## src/rtl/uart_tx_arbiter.sv

```systemverilog
// Two-requester round-robin arbiter driving one 8N1 UART transmitter (LSB first).
// Bit time is DIV = CLOCK(MHz)*1e6/BAUD clock cycles; a frame lasts 10*DIV cycles.
module uart_tx_arbiter #(
  parameter int CLOCK = 50,
  parameter int BAUD  = 115200
) (
  input  logic       clk,
  input  logic       rst,
  input  logic       req0_valid,
  input  logic [7:0] req0_data,
  output logic       req0_ready,
  input  logic       req1_valid,
  input  logic [7:0] req1_data,
  output logic       req1_ready,
  output logic       tx,
  output logic       busy,
  output logic       grant_id
);

  localparam int DIV   = (CLOCK * 1_000_000) / BAUD;
  localparam int CNT_W = (DIV > 1) ? $clog2(DIV) : 1;

  if (DIV < 2) begin : g_div_check
    $error("uart_tx_arbiter: baud divider DIV must be at least 2");
  end

  typedef enum logic [1:0] {
    S_IDLE  = 2'd0,
    S_START = 2'd1,
    S_DATA  = 2'd2,
    S_STOP  = 2'd3
  } state_e;

  state_e           state_q, state_d;
  logic [CNT_W-1:0] cnt_q, cnt_d;
  logic [2:0]       bit_q, bit_d;
  logic [7:0]       shift_q, shift_d;
  logic             tx_q, tx_d;
  logic             busy_q, busy_d;
  logic             grant_q, grant_d;
  logic             last_q, last_d;

  logic [1:0]       arb_s;
  logic             win_any_s;
  logic             win_id_s;
  logic             idle_s;
  logic             bit_end_s;

  // Returns {someone_wins, winner_id}; on contention the requester not served last wins.
  function automatic logic [1:0] arbitrate(input logic v0, input logic v1, input logic last);
    logic [1:0] res;
    res = 2'b00;
    if (v0 && v1) begin
      res = {1'b1, ~last};
    end else if (v1) begin
      res = 2'b11;
    end else if (v0) begin
      res = 2'b10;
    end else begin
      res = 2'b00;
    end
    return res;
  endfunction

  assign arb_s     = arbitrate(req0_valid, req1_valid, last_q);
  assign win_any_s = arb_s[1];
  assign win_id_s  = arb_s[0];
  assign idle_s    = (state_q == S_IDLE) && !rst;
  assign bit_end_s = (cnt_q == CNT_W'(DIV - 1));

  assign req0_ready = idle_s && win_any_s && !win_id_s;
  assign req1_ready = idle_s && win_any_s && win_id_s;

  // Next-state logic; tx is precomputed from the next state so the pin comes straight off a flop.
  always_comb begin
    state_d = state_q;
    cnt_d   = cnt_q;
    bit_d   = bit_q;
    shift_d = shift_q;
    grant_d = grant_q;
    last_d  = last_q;
    tx_d    = 1'b1;
    busy_d  = 1'b0;

    case (state_q)
      S_IDLE: begin
        cnt_d = '0;
        bit_d = 3'd0;
        if (win_any_s) begin
          state_d = S_START;
          shift_d = win_id_s ? req1_data : req0_data;
          grant_d = win_id_s;
          last_d  = win_id_s;
        end else begin
          state_d = S_IDLE;
        end
      end
      S_START: begin
        if (bit_end_s) begin
          cnt_d   = '0;
          state_d = S_DATA;
        end else begin
          cnt_d = cnt_q + CNT_W'(1);
        end
      end
      S_DATA: begin
        if (bit_end_s) begin
          cnt_d   = '0;
          shift_d = {1'b0, shift_q[7:1]};
          bit_d   = bit_q + 3'd1;
          if (bit_q == 3'd7) begin
            state_d = S_STOP;
          end else begin
            state_d = S_DATA;
          end
        end else begin
          cnt_d = cnt_q + CNT_W'(1);
        end
      end
      S_STOP: begin
        if (bit_end_s) begin
          cnt_d   = '0;
          state_d = S_IDLE;
        end else begin
          cnt_d = cnt_q + CNT_W'(1);
        end
      end
      default: begin
        state_d = S_IDLE;
        cnt_d   = '0;
        bit_d   = 3'd0;
      end
    endcase

    busy_d = (state_d != S_IDLE);
    case (state_d)
      S_START: tx_d = 1'b0;
      S_DATA:  tx_d = shift_d[0];
      default: tx_d = 1'b1;
    endcase
  end

  // State and output registers; reset forces the line idle-high at once and favours req0.
  always_ff @(posedge clk or posedge rst) begin
    if (rst) begin
      state_q <= S_IDLE;
      cnt_q   <= '0;
      bit_q   <= 3'd0;
      shift_q <= 8'h00;
      tx_q    <= 1'b1;
      busy_q  <= 1'b0;
      grant_q <= 1'b0;
      last_q  <= 1'b1;
    end else begin
      state_q <= state_d;
      cnt_q   <= cnt_d;
      bit_q   <= bit_d;
      shift_q <= shift_d;
      tx_q    <= tx_d;
      busy_q  <= busy_d;
      grant_q <= grant_d;
      last_q  <= last_d;
    end
  end

  assign tx       = tx_q;
  assign busy     = busy_q;
  assign grant_id = grant_q;

endmodule
```

## config.mk

```make
export PLATFORM = sky130hd
export DESIGN_NAME = uart_tx_arbiter
export DESIGN_NICKNAME = d
export VERILOG_FILES = /design/src/rtl/uart_tx_arbiter.sv
export SDC_FILE = /design/constraint.sdc
export NUM_CORES = 1
export LEC_CHECK = 0
export CORE_MARGIN = 3
export CORE_UTILIZATION = 55
export CTS_CLUSTER_DIAMETER = 150
export CTS_CLUSTER_SIZE = 16
export DETAILED_ROUTE_END_ITERATION = 8
export MAX_ROUTING_LAYER = met4
export PLACE_DENSITY = 0.95
export SYNTH_ARGS = -nofsm -noshare
export SYNTH_HDL_FRONTEND = slang
export SYNTH_SLANG_ARGS = --single-unit
```

## constraint.sdc

```tcl
create_clock -name clk -period 6.2 [get_ports clk]
set_clock_uncertainty 0.1 [all_clocks]
set_input_delay 0.93 -clock clk [delete_from_list [all_inputs] [get_ports clk]]
set_output_delay 0.93 -clock clk [all_outputs]
set_load 0.02 [all_outputs]
```

==> results by group, run 1 <==
Outcome
  – Outcome: finished clean

Die
  – Die height: ~55 um
  – Die Wd: 55.3 um
  – Die footprint: between 3000 and 4000 sq um
  – Initial core utilization: between 50% and 60%
  – CORE AREA: about 2300 sq um
  – I/O pin count: 25
  – Row count: 17

STA
  – Setup violators final: 0
  – Final Max Tran Viols: 0
  – Final period util: about 64%
  – Slack of the critical path: roughly 2200 ps
  – Setup TNS: 0 ps
  – Max frequency: about 0.25 GHz
  – Slew margin rel.: a little over a third
  – Worst slew pin tran: between 900 and 1000 ps
  – Fin crit period: 3990 ps
  – Hold Violations, Final: 0
  – Unrepaired setup endpoints after global routing: no

Clock tree
  – Sink Count: 26
  – Root buffer cell: clkbuf_4
  – CTS tree: yes
  – Resized cells post-CTS: 0
  – H-tree lvl count: 1
  – Worst-path clk slew: between 100 and 150 ps
  – Worst-case clock buffer depth: 2
  – # hold bufs at CTS: 0
  – TritonCTS Buffers: 3
  – # Post-CTS Setup Buffers: 0
  – Clock latency on the worst-skew pair: roughly 330 ps

Power and ir drop
  – Leakage power: approximately 0.71 nW
  – PwrDens: ~250 nW/um^2
  – Comb power frac: between 20% and 30%
  – Int Power: roughly 0.28 mW
  – Switching Fraction: between 30% and 40%
  – Net Switching: around 0.12 mW
  – Sequential share of power: a little under three fifths
  – Worst IR Drop VDD: about 0.22 mV
  – Clock share of power: between 20% and 30%

Global route
  – Initial antenna violation count: 0
  – GRT Overall Usage: between 15 and 20%
  – Grt ovf: 0
  – First-pass GRT wire length: between 4000 and 5000 um
  – Vias in the first global route: between 1000 and 1500
  – Largest net degree at the start of global routing: 28

Critical path
  – Worst path max stage delay: 700 ps
  – CP Capture Type: output port
  – Crit path max-delay family: buffers and inverters
  – Crit path DAT: 2960 ps
  – CP max-delay cell: inv_1
  – WS Path Type: in -> out
  – Worst Path Buf+Inv: 3
  – CP dominant cell by count: clkdlybuf4s50_1
  – Worst Path Max Fanout: 27
  – Critical Path Start Type: primary input
  – Worst-path cell chain: clkdlybuf4s50_1 > inv_1 > and3_1 > clkdlybuf4s50_1
  – Req. time, crit path: between 5000 and 6000 ps

Synthesis
  – Post-synthesis sequential area ratio: between 40% and 50%
  – Synth Warn #: 0
  – Count of cell types in the netlist: 35
  – #FFs+latches synth: 26
  – Mapped Nets: 156
  – Synthesized area: between 1000 and 1500 sq um
  – Synth Instances: 132
  – Synth Area per Inst: between 10 and 15 sq um

Drt
  – Vias post-DR: around 1100
  – WL/cell: 15.0 um
  – DR vias/cell: 5.74
  – Routed Antenna Nets: 0
  – Total Wirelength: 2750 um
  – DRC: 0
  – TritonRoute pass-1 iters: 4
  – Starting DRT DRC Count: 37

Finish
  – Final cell count without fillers: roughly 180
  – Diodes inserted: 0
  – Final-stage net count: about 180
  – Layout area overhead: 21.9%
  – Share of cells above drive strength 1: 9.62%

Placement
  – # port buffers: 24
  – Post-detail-place hpwl: approximately 2100 um
  – RePlAce Congestion: 0.888
  – Placed instance count: 180
  – Worst slack at placement: 2150 ps

Flow run
  – Maxcap violations: 0

Worst hold path
  – Worst hold-check path type: reg -> reg
==> power groups by stage <==
stage / clock network, mW / registers, mW / logic [mW]
finish: 0.0855 / 0.228 / 0.0878
global route: 0.0941 / 0.232 / 0.100
CTS: 0.0877 / 0.228 / 0.0898
detailed placement: 0 / 0.231 / 0.0887
global placement: 0 / 0.228 / 0.0841
floorplan: 0 / 0.224 / 0.0635
==> worst register-to-register path: cells and delay by family, from the launching register on <==
kind	cells	cell delay [ps]
simple gates	4	990
flops	1	410
fa+ha+maj	1	180
xor+xnor	1	160
buf+inv	1	70
==> through the flow <==
stage	power [mW]	util [%]	cell area, sq um	hold slack, ps
2_1_floorplan	0.288	-	1340	353
3_3_place_gp	0.312	70.6	1590	362
3_5_place_dp	0.320	70.6	1590	366
4_1_cts	0.405	72.2	1630	398
5_1_grt	0.426	72.2	1630	436
6_report	0.402	72.2	1630	397
==> cell usage in the layout (no fill, tap or decap), types with 2 or more instances in the layout <==
cell,synthesis,final
dfrtp_1,24,24
clkdlybuf4s50_1,0,24
nor2_1,16,16
nand3_1,16,16
nand2_1,11,11
a22oi_1,6,6
o21ai_0,5,5
xnor2_1,4,4
ha_1,4,4
a21o_1,3,3
a21oi_1,3,3
inv_1,3,3
xor2_1,3,3
mux2i_1,3,3
nor3_1,3,3
a22o_1,3,3
clkbuf_4,0,3
and3_1,2,2
dfstp_2,2,2
==> cell type report <==
| class | count | area (sq um) |
|---|---|---|
| fillers | 158 | 627 |
| inverters | 3 | 11.3 |
| flip-flops and latches | 26 | 653 |
| repair buffers | 25 | 248 |
| multi-input cells | 98 | 644 |
| well taps | 28 | 35.0 |
| clock buffers | 4 | 36.3 |
==> cells in the mapped netlist <==
master	instances	share of area, %
dfrtp_1	24	45
nand3_1	16	6.0
nor2_1	16	4.5
nand2_1	11	3.1
a22oi_1	6	3.4
o21ai_0	5	1.9
clkbuf_1	4	1.1
ha_1	4	3.7
xnor2_1	4	2.6
a21o_1	3	1.7
a21oi_1	3	1.1
a22o_1	3	2.0
inv_1	3	0.84
mux2i_1	3	2.2
nor3_1	3	1.1
xor2_1	3	2.0
and3_1	2	0.94
dfstp_2	2	3.9
a21boi_1	1	0.56
a311oi_1	1	0.66
a32o_1	1	0.75
and2_1	1	0.47
buf_6	1	0.84
mux2_4	1	1.1
nand2b_1	1	0.47
nand4b_4	1	1.8
nor2_2	1	0.47
nor2b_1	1	0.47
nor4_4	1	1.6
o21ai_2	1	0.66
o21ba_2	1	0.75
o22ai_1	1	0.47
or2_2	1	0.47
or3_1	1	0.47
or4_4	1	0.84
==> layer usage <==
metal	vias up	part of all wire (%)	GRT usage [%]	routed length, um
met1	503	42	22.5	1150
met4	0	4.2	11.8	117
met3	14	2.7	2.57	74
met2	25	51	32.9	1410
li1	515	-	-	-
met5	-	0	-	0
==> logic make-up after synthesis <==
| kind of cell | after synthesis | share of synthesized area (%) |
|---|---|---|
| compound gates | 26 | 13.9 |
| xor+xnor | 7 | 4.59 |
| fa+ha+maj | 4 | 3.75 |
| buf+inv | 8 | 2.81 |
| flops | 26 | 48.9 |
| mux | 4 | 3.37 |
| simple gates | 57 | 22.7 |
==> registers in the layout, indices dropped and copies added, names as in the netlist <==
signal / cells
bit_q: 3
busy: 1
cnt_q: 9
grant_id: 1
last_q: 1
shift_q: 8
state_q: 2
tx: 1
==> path summary, 6_finish.rpt <==
kind | slack, ps | start | cells after the start | endpoint
min reg2reg | 400 | grant_id$_DFFE_PP0P_ | 1 | grant_id$_DFFE_PP0P_
max in group asynchronous | 4370 | rst | 2 | cnt_q[8]$_DFF_PP0_
min in group asynchronous | 1040 | rst | 2 | grant_id$_DFFE_PP0P_
max reg2reg | 4200 | cnt_q[1]$_DFF_PP0_ | 7 | busy$_DFF_PP0_
min | 400 | grant_id$_DFFE_PP0P_ | 1 | grant_id$_DFFE_PP0P_
max | 2210 | rst | 4 | req1_ready
(Power assumes the default switching activity.)
==> run 2, diff against run 1 <==
- CORE_UTILIZATION: 55 -> 51
- PLACE_DENSITY: 0.95 -> 0.9
- clock period: 6.2 -> 3.7 ns (I/O delays scaled with it)
==> run 2 against run 1 <==
  * Via count increased by 2.4%
  * Die area increased by 7.0%
  * Clock power increased by 67%
  * Wire length increased by 6.9%
  * Register-to-register slack got worse by 2500 ps
  * Critical endpoint unchanged
==> results by group, run 2 (same netlist as run 1, synthesis figures left out) <==
Finish
  – Final-stage net count: 182 (+0.55%)
  – Number of flip-flops in the largest register: 9 (unchanged)
  – Design Area, Final: 1640 sq um (+0.46%)
  – Top Registers: cnt_q x9, shift_q x8, bit_q x3
  – Diodes inserted: 0 (unchanged)
  – Layout area overhead: 22.5%
  – Multi-input gate area: 644 sq um (unchanged)
  – Fill cells: 191 (+21%)
  – Most frequent cells in the layout: 24 x dfrtp_1, 24 x clkdlybuf4s50_1, 16 x nor2_1, 16 x nand3_1, 11 x nand2_1
  – Reg with most FFs: cnt_q
  – Final cell count without fillers: 185 (+0.54%)
  – Area taken by flip-flops and latches: 653 sq um (unchanged)
  – Share of cells above drive strength 1: 10.2% (+0.58 points)

Global route
  – GRT Overall Usage: 20.1% (+0.41 points)
  – Met1 usage: 23.2% (+0.72 points)
  – Busiest grt layer: met2
  – First-pass GRT wire length: 4950 um (+4.8%)
  – Largest net degree at the start of global routing: 27 (-3.6%)
  – Grt ovf: 0 (unchanged)
  – Initial antenna violation count: 0 (unchanged)
  – Met2 GRT Util: 35.7% (+2.8 points)
  – Met3 Use GR: 2.71% (+0.14 points)
  – Vias in the first global route: 1075 (-1.8%)

Clock tree
  – TritonCTS Buffers: 3 (unchanged)
  – # Post-CTS Setup Buffers: 0 (unchanged)
  – H-tree lvl count: 1 (unchanged)
  – Sink Count: 26 (unchanged)
  – Root buffer cell: clkbuf_4
  – Clock latency on the worst-skew pair: 320 ps (about the same)
  – # hold bufs at CTS: 0 (unchanged)
  – CTS tree: yes
  – Worst-case clock buffer depth: 2 (unchanged)
  – Worst-path clk slew: 150 ps (about the same)
  – Resized cells post-CTS: 0 (unchanged)

Die
  – I/O pin count: 25 (unchanged)
  – CORE AREA: 2340 sq um (+3.8%)
  – Die height: 57.2 um (+3.4%)
  – Die footprint: 3270 sq um (+7.0%)
  – Row count: 17 (unchanged)
  – Die Wd: 57.2 um (+3.4%)
  – Initial core utilization: 57.1% (-2.2 points)

Power and ir drop
  – PwrDens: 412 nW/um^2 (+67%)
  – Int Power: 0.469 mW (+68%)
  – Comb power frac: 22.4% (+0.5 points)
  – Switching Fraction: 30.5% (about the same)
  – Worst IR Drop VDD: 0.266 mV (+21%)
  – Sequential share of power: 56.4% (-0.5 points)
  – Net Switching: 0.206 mW (+68%)
  – Clock share of power: 21.2% (about the same)
  – Leakage power: 0.719 nW (+0.67%)

Critical path
  – Worst setup path startpoint: req1_valid
  – Crit path DAT: 2480 ps (-480 ps)
  – Worst Path Max Fanout: 6 (-78%)
  – R2R cell count: 6 (-1)
  – CP Capture Type: output port
  – Critical Path Start Type: primary input
  – Reg-to-reg critical path startpoint: cnt_q[1]$_DFF_PP0_
  – WS Path Type: in -> out
  – Req. time, crit path: 3040 ps (-2130 ps)

Worst hold path
  – Hold_sp: grant_id$_DFFE_PP0P_
  – Worst hold-check path type: reg -> reg
  – Worst hold stages: 1 (unchanged)

STA
  – Slew margin rel.: 59.6% (+23 points)
  – Hold Violations, Final: 0 (unchanged)
  – Slack of the critical path: 569 ps (-1640 ps)
  – Final Max Tran Viols: 0 (unchanged)
  – Fin crit period: roughly 3100 ps
  – Setup TNS: 0 ps (unchanged)
  – Hold Worst Slack: 398 ps (+1.15 ps)
  – Worst slew pin tran: 605 ps (-353 ps)
  – Final period util: 84.6%
  – Max frequency: between 0.3 and 0.4 GHz
  – Unrepaired setup endpoints after global routing: no
  – Setup violators final: 0 (unchanged)

Placement
  – Placed instance count: 181 (+0.56%)
  – Worst slack at placement: 595 ps (-1560 ps)
  – # port buffers: 24 (unchanged)
  – Post-detail-place hpwl: 2210 um (+3.2%)
  – RePlAce Congestion: 0.789 (-11%)
  – Dpl cell area: 1600 sq um (+0.47%)

Drt
  – WL/cell: 15.9 um (+6.3%)
  – Routed Antenna Nets: 0 (unchanged)
  – Vias post-DR: 1082 (+2.4%)
  – Starting DRT DRC Count: 33 (-11%)
  – TritonRoute pass-1 iters: 4 (unchanged)
  – Total Wirelength: 2940 um (+6.9%)
  – DR vias/cell: 5.85 (+1.8%)
  – DRC: 0 (unchanged)

Flow run
  – Maxcap violations: 0 (unchanged)

Outcome
  – Outcome: finished clean
## run 2: power groups by stage
stage	Combinational (mW)	Clock [mW]	Sequential [mW]
4_1_cts	0.152	0.150	0.380
3_5_place_dp	0.150	0	0.386
6_report	0.151	0.143	0.380
5_1_grt	0.168	0.160	0.390
3_3_place_gp	0.141	0	0.381
2_1_floorplan	0.106	0	0.376
## run 2: final timing paths
path                       slack, ps                    to
setup / recovery                 570            req1_ready
hold / removal                   400  grant_id$_DFFE_PP0P_
setup reg to reg                1680  bit_q[0]$_DFFE_PP0P_
hold reg to reg                  400  grant_id$_DFFE_PP0P_
max in group asynchronous       2660          tx$_DFF_PP1_
min in group asynchronous        550  grant_id$_DFFE_PP0P_
## run 2: per-layer routing
metal / wire length (um) / vias up
li1: - / 522
met1: 1220 / 535
met2: 1620 / 21
met3: 69 / 4
met4: 31 / 0
met5: 0 / -
## run 2: critical path, cell delays in order
cell and delay, ps:
clkdlybuf4s50_1 540, a21boi_1 540, and3_1 240, clkdlybuf4s50_1 600
## run 2: through the flow
| stage | util [%] | power (mW) |
|---|---|---|
| 3_3_place_gp | 68.3 | 0.522 |
| 3_5_place_dp | 68.3 | 0.536 |
| 4_1_cts | 69.9 | 0.682 |
| 5_1_grt | 69.9 | 0.718 |
| 6_report | 69.9 | 0.674 |
| 2_1_floorplan | - | 0.482 |
## run 2: layout make-up
| type | count | area share (%) |
|---|---|---|
| multi-input cells | 98 | 39.4 |
| inverters | 3 | 0.689 |
| flip-flops and latches | 26 | 39.9 |
| clock buffers | 4 | 2.22 |
| repair buffers | 26 | 15.6 |
| well taps | 28 | 2.14 |
